--- config.mk ---
export PLATFORM = sky130hd
export DESIGN_NAME = rs_corrector
export DESIGN_NICKNAME = d
export VERILOG_FILES = /design/src/rtl/rs_pkg.sv /design/src/rtl/rs_frame_ram.sv /design/src/rtl/rs_corrector.sv
export SDC_FILE = /design/constraint.sdc
export NUM_CORES = 2
export LEC_CHECK = 0
export CELL_PAD_IN_SITES_DETAIL_PLACEMENT = 0
export CELL_PAD_IN_SITES_GLOBAL_PLACEMENT = 1
export CORE_MARGIN = 2
export CORE_UTILIZATION = 35
export CTS_BUF_LIST = sky130_fd_sc_hd__clkbuf_4 sky130_fd_sc_hd__clkbuf_8 sky130_fd_sc_hd__clkbuf_16
export CTS_CLUSTER_DIAMETER = 80
export CTS_CLUSTER_SIZE = 28
export DETAILED_ROUTE_END_ITERATION = 12
export PLACE_DENSITY = 0.63
export SETUP_SLACK_MARGIN = 0.05
export SLEW_MARGIN = 30
export SYNTH_ARGS = -nofsm -noshare
export SYNTH_HDL_FRONTEND = slang
export SYNTH_MEMORY_MAX_BITS = 65536
export SYNTH_SLANG_ARGS = --single-unit
--- constraint.sdc ---
create_clock -name clk -period 10.4 [get_ports clk]
set_clock_uncertainty 0.1 [all_clocks]
set_input_delay 2.08 -clock clk [delete_from_list [all_inputs] [get_ports clk]]
set_output_delay 2.08 -clock clk [all_outputs]
set_load 0.05 [all_outputs]
--- src/rtl/rs_pkg.sv ---
// rtl/rs_pkg.sv - shared types and constants for the RS(255,247) receive path
package rs_pkg;

    localparam int RS_N  = 255;
    localparam int RS_K  = 247;
    localparam int RS_T  = 4;
    localparam int SYM_W = 8;

    typedef struct packed {
        logic                        fail;
        logic [2:0]                  num;
        logic [RS_T-1:0][SYM_W-1:0]  el;
        logic [RS_T-1:0][SYM_W-1:0]  ev;
    } rs_result_t;

    typedef enum logic [1:0] {
        R_IDLE  = 2'd0,
        R_RUN   = 2'd1,
        R_DRAIN = 2'd2
    } rd_state_t;

endpackage

--- src/rtl/rs_frame_ram.sv ---
// rtl/rs_frame_ram.sv - simple dual-port frame RAM, registered read, bank = address MSB
module rs_frame_ram
    import rs_pkg::*;
#(
    parameter int ADDR_W = 9,
    parameter int DATA_W = SYM_W
) (
    input  logic              clk,
    input  logic              we,
    input  logic [ADDR_W-1:0] waddr,
    input  logic [DATA_W-1:0] wdata,
    input  logic              re,
    input  logic [ADDR_W-1:0] raddr,
    output logic [DATA_W-1:0] rdata
);

    logic [DATA_W-1:0] mem [2**ADDR_W];

    always_ff @(posedge clk) begin
        if (we) begin
            mem[waddr] <= wdata;
        end
        if (re) begin
            rdata <= mem[raddr];
        end
    end

endmodule

--- src/rtl/rs_corrector.sv ---
// rtl/rs_corrector.sv - ping-pong codeword buffer that applies rs_decoder corrections
module rs_corrector
    import rs_pkg::*;
#(
    parameter int N            = RS_N,
    parameter int K            = RS_K,
    parameter bit STRIP_PARITY = 1'b1
) (
    input  logic       clk,
    input  logic       rst,
    input  logic       din_val,
    input  logic       din_sop,
    input  logic       din_eop,
    input  logic [7:0] din,
    input  logic       dec_done,
    input  logic       dec_fail,
    input  logic [2:0] error_num,
    input  logic [7:0] el1,
    input  logic [7:0] el2,
    input  logic [7:0] el3,
    input  logic [7:0] el4,
    input  logic [7:0] ev1,
    input  logic [7:0] ev2,
    input  logic [7:0] ev3,
    input  logic [7:0] ev4,
    output logic       dout_val,
    output logic       dout_sop,
    output logic       dout_eop,
    output logic [7:0] dout,
    output logic       dout_uncorr,
    output logic       overflow
);

    localparam int         L        = STRIP_PARITY ? K : N;
    localparam logic [7:0] LAST_IDX = 8'(L - 1);
    localparam logic [8:0] N9       = 9'(N);

    // write side
    logic       wr_bank;
    logic       wr_active;
    logic       wr_drop;
    logic [8:0] wr_cnt;
    logic [1:0] bank_full;
    logic [1:0] free_vec;
    logic [1:0] full_eff;
    logic       sop_in;
    logic       drop_now;
    logic       frame_end;
    logic       frame_dropped;
    logic       mark_full;
    logic       ram_we;
    logic [8:0] ram_waddr;

    // read side
    rd_state_t  state;
    rd_state_t  state_n;
    logic       rd_bank;
    logic [7:0] rd_cnt;
    logic       ram_re;
    logic       res_pop;
    logic       bank_free;
    logic [7:0] ram_q;

    // result path
    logic [3:0] tag_q;
    logic [3:0] tag_q_n;
    logic [2:0] tag_cnt;
    logic [2:0] tag_cnt_n;
    logic       head_drop;
    logic       res_push_req;
    logic       res_push;
    logic       res_full;
    logic       res_wp;
    logic       res_rp;
    logic [1:0] res_cnt;
    rs_result_t res_in;
    rs_result_t res_mem [2];
    rs_result_t work;

    // correction pipeline
    logic       s1_val;
    logic       s1_sop;
    logic       s1_eop;
    logic [7:0] s1_idx;
    logic [7:0] corr_mask;
    logic [8:0] loc;

    assign free_vec  = bank_free ? (rd_bank ? 2'b10 : 2'b01) : 2'b00;
    assign full_eff  = bank_full & ~free_vec;
    assign sop_in    = din_val & din_sop;
    // the write bank always holds the older buffered frame, so it being full means both are
    assign drop_now  = sop_in & full_eff[wr_bank] & ~rst;
    assign overflow  = drop_now;
    assign ram_we    = din_val & (sop_in ? ~drop_now : (wr_active & ~wr_drop & (wr_cnt < N9)));
    assign ram_waddr = {wr_bank, sop_in ? 8'd0 : wr_cnt[7:0]};
    assign frame_end     = din_val & din_eop & (sop_in | wr_active);
    assign frame_dropped = sop_in ? drop_now : wr_drop;
    assign mark_full     = frame_end & ~frame_dropped;

    always_ff @(posedge clk) begin
        if (rst) begin
            wr_bank   <= 1'b0;
            wr_active <= 1'b0;
            wr_drop   <= 1'b0;
            wr_cnt    <= '0;
            bank_full <= '0;
        end else begin
            if (sop_in) begin
                wr_active <= 1'b1;
                wr_drop   <= drop_now;
                wr_cnt    <= 9'd1;
            end else if (ram_we) begin
                wr_cnt <= wr_cnt + 9'd1;
            end
            if (frame_end) begin
                wr_active <= 1'b0;
                if (!frame_dropped) begin
                    wr_bank <= ~wr_bank;
                end
            end
            bank_full <= full_eff | (mark_full ? (wr_bank ? 2'b10 : 2'b01) : 2'b00);
        end
    end

    rs_frame_ram #(
        .ADDR_W (9),
        .DATA_W (SYM_W)
    ) u_ram (
        .clk   (clk),
        .we    (ram_we),
        .waddr (ram_waddr),
        .wdata (din),
        .re    (ram_re),
        .raddr ({rd_bank, rd_cnt}),
        .rdata (ram_q)
    );

    // one tag per completed input frame, so results of dropped frames can be discarded in order
    assign head_drop    = (tag_cnt != 3'd0) & tag_q[0];
    assign res_push_req = dec_done & ~head_drop;
    assign res_full     = (res_cnt == 2'd2);
    assign res_push     = res_push_req & ~res_full;

    always_comb begin
        tag_q_n   = tag_q;
        tag_cnt_n = tag_cnt;
        if (dec_done && tag_cnt != 3'd0) begin
            tag_q_n   = tag_q >> 1;
            tag_cnt_n = tag_cnt - 3'd1;
        end
        if (frame_end && tag_cnt_n < 3'd4) begin
            tag_q_n[tag_cnt_n[1:0]] = frame_dropped;
            tag_cnt_n               = tag_cnt_n + 3'd1;
        end
    end

    always_ff @(posedge clk) begin
        if (rst) begin
            tag_q   <= '0;
            tag_cnt <= '0;
        end else begin
            tag_q   <= tag_q_n;
            tag_cnt <= tag_cnt_n;
        end
    end

    always_comb begin
        res_in.fail = dec_fail | (error_num > 3'd4);
        res_in.num  = error_num;
        res_in.el   = {el4, el3, el2, el1};
        res_in.ev   = {ev4, ev3, ev2, ev1};
    end

    always_ff @(posedge clk) begin
        if (rst) begin
            res_wp  <= 1'b0;
            res_rp  <= 1'b0;
            res_cnt <= '0;
            work    <= '0;
        end else begin
            if (res_push) begin
                res_mem[res_wp] <= res_in;
                res_wp          <= ~res_wp;
            end
            if (res_pop) begin
                work   <= res_mem[res_rp];
                res_rp <= ~res_rp;
            end
            res_cnt <= res_cnt + 2'(res_push) - 2'(res_pop);
        end
    end

    res_overrun_a: assert property (@(posedge clk) disable iff (rst) !(res_push_req && res_full));

    always_ff @(posedge clk) begin
        if (rst) begin
            state <= R_IDLE;
        end else begin
            state <= state_n;
        end
    end

    always_comb begin
        state_n = state;
        case (state)
            R_IDLE:  if (bank_full[rd_bank] && res_cnt != 2'd0) state_n = R_RUN;
            R_RUN:   if (rd_cnt == LAST_IDX) state_n = R_DRAIN;
            R_DRAIN: state_n = R_IDLE;
            default: state_n = R_IDLE;
        endcase
    end

    always_comb begin
        ram_re    = (state == R_RUN);
        res_pop   = (state == R_IDLE) && (state_n == R_RUN);
        bank_free = (state == R_DRAIN);
    end

    always_ff @(posedge clk) begin
        if (rst) begin
            rd_cnt  <= '0;
            rd_bank <= 1'b0;
        end else begin
            rd_cnt <= ram_re ? rd_cnt + 8'd1 : 8'd0;
            if (bank_free) begin
                rd_bank <= ~rd_bank;
            end
        end
    end

    always_ff @(posedge clk) begin
        if (rst) begin
            s1_val <= 1'b0;
            s1_sop <= 1'b0;
            s1_eop <= 1'b0;
            s1_idx <= '0;
        end else begin
            s1_val <= ram_re;
            s1_sop <= ram_re & (rd_cnt == 8'd0);
            s1_eop <= ram_re & (rd_cnt == LAST_IDX);
            s1_idx <= rd_cnt;
        end
    end

    // location el means x^el, i.e. stream index N-1-el; a borrow in loc marks it out of range
    always_comb begin
        corr_mask = '0;
        loc       = '0;
        for (int i = 0; i < RS_T; i++) begin
            loc = 9'(N - 1) - {1'b0, work.el[i]};
            if (!work.fail && i < int'(work.num) && !loc[8] && loc[7:0] == s1_idx) begin
                corr_mask = corr_mask ^ work.ev[i];
            end
        end
    end

    always_ff @(posedge clk) begin
        if (rst) begin
            dout_val    <= 1'b0;
            dout_sop    <= 1'b0;
            dout_eop    <= 1'b0;
            dout        <= '0;
            dout_uncorr <= 1'b0;
        end else begin
            dout_val    <= s1_val;
            dout_sop    <= s1_sop;
            dout_eop    <= s1_eop;
            dout        <= s1_val ? (ram_q ^ corr_mask) : 8'd0;
            dout_uncorr <= s1_val & work.fail;
        end
    end

endmodule

After elaboration in Yosys (flattened, before gate mapping)
Memories as Yosys holds them, arrays and structs flattened. A register that Yosys moved wholly into a read port is not among the register bits.
Cells that the tools add are included.
{"block": "word_totals", "register_bits": 59, "latch_bits": 0, "mem_bits_rw": 4232, "rom_bits": 0, "in_bits": 82, "out_inout_bits": 13, "wordCells": 155, "memories": 2}
{"name": "u_ram.mem", "depth": 512, "word_bits": 8, "read_ports": 1, "rd_ports_with_merged_regs": 1, "write_ports": 1, "line_no": "rs_frame_ram.sv:17", "source": "logic [DATA_W-1:0] mem [2**ADDR_W];"}
{"name": "res_mem", "depth": 2, "word_bits": 68, "read_ports": 1, "rd_ports_with_merged_regs": 1, "write_ports": 1, "line_no": "rs_corrector.sv:77", "source": "rs_result_t res_mem [2];"}
{"block": "op_classes", "addsub": 10, "mul": 0, "div": 0, "order_cmp": 11, "eq_ne": 9, "n_shift": 0, "muxes": 32, "bitwise": 36, "reduce_logical": 32}
{"cell": "$mux 8", "count": 5}
{"cell": "$sub 8x8->9 const A", "count": 4}
{"cell": "$eq 8x8->1", "count": 4}
{"cell": "$xor 8x8->8", "count": 4}
{"cell": "$logic_and 1x1->1", "count": 17}
{"cell": "$and 1x1->1", "count": 15}
{"cell": "$mux 1", "count": 14}
{"cell": "$mux 2", "count": 6}
{"cell": "$not 1->1", "count": 12}
{"cell": "$add 9x1->9 const B", "count": 1}
{"cell": "$lt 9x8->1 const B", "count": 1}
{"cell": "$add 8x1->8 const B", "count": 1}
{"cell": "$eq 8x8->1 const B", "count": 1}
{"cell": "$logic_not 8->1", "count": 1}
{"cell": "$mux 4", "count": 2}
{"cell": "$reduce_or 2->1", "count": 4}
{"cell": "$lt 1x3->1 const A", "count": 2}
{"cell": "$lt 2x3->1 const A", "count": 2}
{"cell": "$mux 3", "count": 2}
{"cell": "$logic_not 1->1", "count": 5}
{"cell": "$bwmux 4", "count": 1}
{"cell": "$eq 2x1->1 const B", "count": 2}
{"cell": "$eq 2x2->1 const B", "count": 2}
{"cell": "$lt 1x2->1 const B", "count": 2}
{"cell": "18 further kinds", "count": 20}

Depth between registers and ports, before layout
{"block": "depth", "depth_word": 13, "depth_mapped": 14, "mapped_depth_nobuf": 10}

Cells and area by module
From an unflattened synthesis, not the netlist that was laid out.
{"block": "hier_totals", "cells_unflattened": 8931, "hier_area_um2": 170922.7}
{"mod": "rs_frame_ram", "instances": 1, "cells_each": 8030, "area_each_um2": 160007.2, "seq_area_each_um2": 123238.2}
{"mod": "rs_corrector", "instances": 1, "cells_each": 901, "area_each_um2": 10915.5, "seq_area_each_um2": 6626.4}

Worst setup path before layout
No wires, ideal clock.
{"block": "synth_timing", "kind": "input to register", "start": "in rst", "end": "mem res_mem[1][0] (netlist name), enable pin", "setup_time_ps": 592, "arrival_time_ps": 7480, "slack_ps": 2229, "stages": 3, "path_buffers": 2, "path_cell_list": "clkbuf_1 clkbuf_1 nor3b_1"}
{"block": "synth_via", "elab_chain_cells": 2}
{"element": "start, declared", "line_no": "rs_corrector.sv:10", "source": "input logic rst,"}
{"element": "$mux 1", "line_no": "rs_corrector.sv:175", "source": "if (rst) begin"}
{"element": "$mux 1 (not written as such)", "line_no": "rs_corrector.sv:182", "source": "res_mem[res_wp] <= res_in;"}
{"element": "end, declared", "line_no": "rs_corrector.sv:77"}
Every way passes these cells.

Worst setup path in the final report
{"block": "layout_timing", "start": "in din_val", "end": "out overflow"}
{"block": "layout_via", "elab_chain_cells": 3}
{"element": "start, declared", "line_no": "rs_corrector.sv:11", "source": "input logic din_val,"}
{"element": "$and 1x1->1", "line_no": "rs_corrector.sv:90", "source": "assign sop_in = din_val & din_sop;"}
{"element": "$and 1x1->1 (2 in a row)", "line_no": "rs_corrector.sv:92", "source": "assign drop_now = sop_in & full_eff[wr_bank] & ~rst;"}
{"element": "end, declared", "line_no": "rs_corrector.sv:31", "source": "output logic overflow"}
Every way passes these cells.

==> results.yml <==
global_routing:
  grt_remaining_overflow: 0
  grt_max_degree: 169
  antenna_found_initial: 26
  grt_usage_pct: 18.9
  grt_pass1_vias: 81265
  grt_pass1_wl_um: 661000
setup_path:
  worst_setup_path_start_kind: "input port"
  crit_top_cell: "clkdlybuf4s50_1"
  crit_arrival_ns: 4.76
  critical-path-top-delay-family: "buffers and inverters"
  crit_type: "input port to output port"
  path_max_fanout: 10
  path_buf_inv: 3
  worstSetupEndpointType: "output port"
  path_cells: "clkdlybuf4s50_1 -> nand2_1 -> a211oi_1 -> buf_4 -> clkdlybuf4s50_1"
  timing.critical_path.slowest_stage_cell: "clkdlybuf4s50_1"
  slowest_delay_ns: 0.84
  critPathRequiredTime_ns: 8.22
drt:
  vias_per_cell: 5.66
  drc: 0
  detail-route-antenna-nets: 0
  drt_iter0_markers: 11212
  wire_per_inst_um: 32.6
  dr.pass1.iters: 6
  dr_total_vias: 82258
  drt_wl_total_um: 474000
yosys:
  synthCells: 8022
  netlist.area_leader.share_pct: 75.1
  ys_seq_area_share_pct: 76.6
  synth_area_per_cell_um2: 21.1
  synth-async-reset-ratio_pct: 0
  synth_cell_types: 84
  yosysTopAreaCell: "edfxtp_1"
  ys_top_cells_by_area: "edfxtp_1 75%, mux4_2 14%, mux2i_1 2.2%"
  ys_ff_latch: 4367
  synth-edff-count: 4240
  yosys_warnings: 0
  ys.flop_type: "edfxtp_1"
  syn_area_um2: 170000
clock_tree:
  worst_skew_pair.late_latency_ns: 0.95
  ctsHoldBuffers: 0
  cts_tree: "built"
  clockRootBuffer: "clkbuf_16"
  clock-sinks: 4367
  post_cts_resized: 0
  cts_buffers: 189
  clock_path_buffers: 4
  path_clk_slew_ns: 0.11
  post_cts_buffers: 0
  htreeDepth: 4
floorplanning:
  start_util_pct: 35.2
  row_count: 255
  num_io_pins: 95
  dieHeight_um: 700
  core_um2: 482000
  dieArea_um2: 490000
  die_w_um: 700
power_and_ir_drop:
  p_switching_uw: 6280
  p_sw_share_pct: 21.1
  p_per_area_nw_per_um2: 161
  irDropWorstVdd_v: 0.000149
  p_clk_share_pct: 30.6
  combPwrFrac_pct: 4.0
  leakagePower_uw: 0.0520
  seqPwrFrac_pct: 65.4
  p_int_uw: 23500
finish:
  final_common_cell: "edfxtp_1"
  drive_gt1_share_pct: 20.3
  mostFrequentLayoutCells: "4240 x edfxtp_1, 1081 x mux4_2, 644 x nor2_1"
  nets: 8106
  area_growth_pct: 8.66
sta:
  whs_ns: 0.365
  setup_viol: 0
  finalCriticalPeriod_ns: 6.94
  grt_setup_unrepaired: "no"
  drv_slew: 0
  max_slew.worst_pin.slew_ns: 1.12
  hold_viol: 0
  finalSetupTns_ns: 0
  slew_headroom_pct: 25.1
  fin_crit_sh_pct: 66.8
  fmax_mhz: 144
worst_hold_path:
  hold_path_class: "flip-flop to flip-flop"
status:
  status: "completed"
placed_design:
  gp_congestion: 0.863
  dp_hpwl_um: 287000
  port-buffer-count: 94
flow_run:
  max_cap_viol_count: 0
[layout make-up]
class                   count  area (µm²)
diodes                      5        12.5
flip-flops and latches   4367      130000
clock buffers             223        5040
multi-input cells        3140       37800
inverters                  38         143
clock inverters            61         673
fillers                 42841      298000
repair buffers            272        2690
well taps                6425        8040
[synthesized netlist by cell type (57+ instances only)]
library cell	n
a22oi_1	125
a211oi_1	84
mux4_2	1081
nand3_1	78
dfxtp_1	127
nor2_1	651
buf_2	118
buf_1	57
edfxtp_1	4240
a21oi_1	88
clkbuf_1	262
nand2_1	164
mux2i_1	369
[layer usage]
metal,vias up,global-route usage [%],routed length [µm]
li1,32962,-,-
met1,44433,26.9,197000
met2,4219,29.6,220000
met3,622,3.59,41600
met4,22,5.46,15500
met5,-,0,139
[per-stage QoR]
step | power [µW] | worst slack, ns | cells | cell area (µm²) | utilization (%)
finish | 29700 | 3.46 | 14531 | 184000 | 38.2
floorplan | 20400 | 2.23 | 8037 | 170000 | -
CTS | 29900 | 3.48 | 14524 | 184000 | 38.2
detailed placement | 21100 | 3.50 | 14240 | 178000 | 37.0
global route | 30600 | 3.39 | 14527 | 184000 | 38.2
global placement | 21000 | 3.45 | 14238 | 178000 | 37.0
[flip-flops by register name, summed over array words and instances (netlist names), 2 cells and up]
name         count
bank_full        2
dout             8
rd_cnt           8
res_cnt          2
res_mem        136
s1_idx           8
state            2
tag_cnt          3
tag_q            4
u_ram.mem     4096
u_ram.rdata      8
work            68
wr_cnt           9
[worst reg2reg max path, stage by stage (launching register included)]
cell and delay (ns):
dfxtp_4 0.80, buf_4 0.80, buf_4 0.45, nor2b_4 0.49, buf_4 0.64, a32oi_1 0.33
nand3_1 0.35, o211ai_1 0.38, a211oi_1 0.98, nor3_1 0.17
[power groups by stage]
stage                     registers, µW  logic [µW]  clock network, µW
after floorplan                   19800         612                  0
after global placement            19800        1190                  0
after detailed placement          19800        1220                  0
after CTS                         19400        1220               9270
after global routing              19500        1290               9820
final                             19400        1200               9090
[final timing paths]
check                  from              to  slack (ns)  depth (start not counted)
setup / recovery    din_val        overflow        3.46                          5
hold reg to reg      s1_sop        dout_sop        0.36                          1
setup reg to reg  rd_cnt[3]  u_ram.rdata[1]        4.63                          9
hold / removal       s1_sop        dout_sop        0.36                          1
[cells by family after synthesis]
family	Yosys count	share of synthesized area, %
other cells	1	0.00221
buf+inv	530	1.39
fa+ha+maj	16	0.118
xor+xnor	60	0.375
simple gates	1060	2.70
flops	4367	76.6
mux	1473	16.7
compound gates	515	2.17
Power figures use the tool's default switching activity.
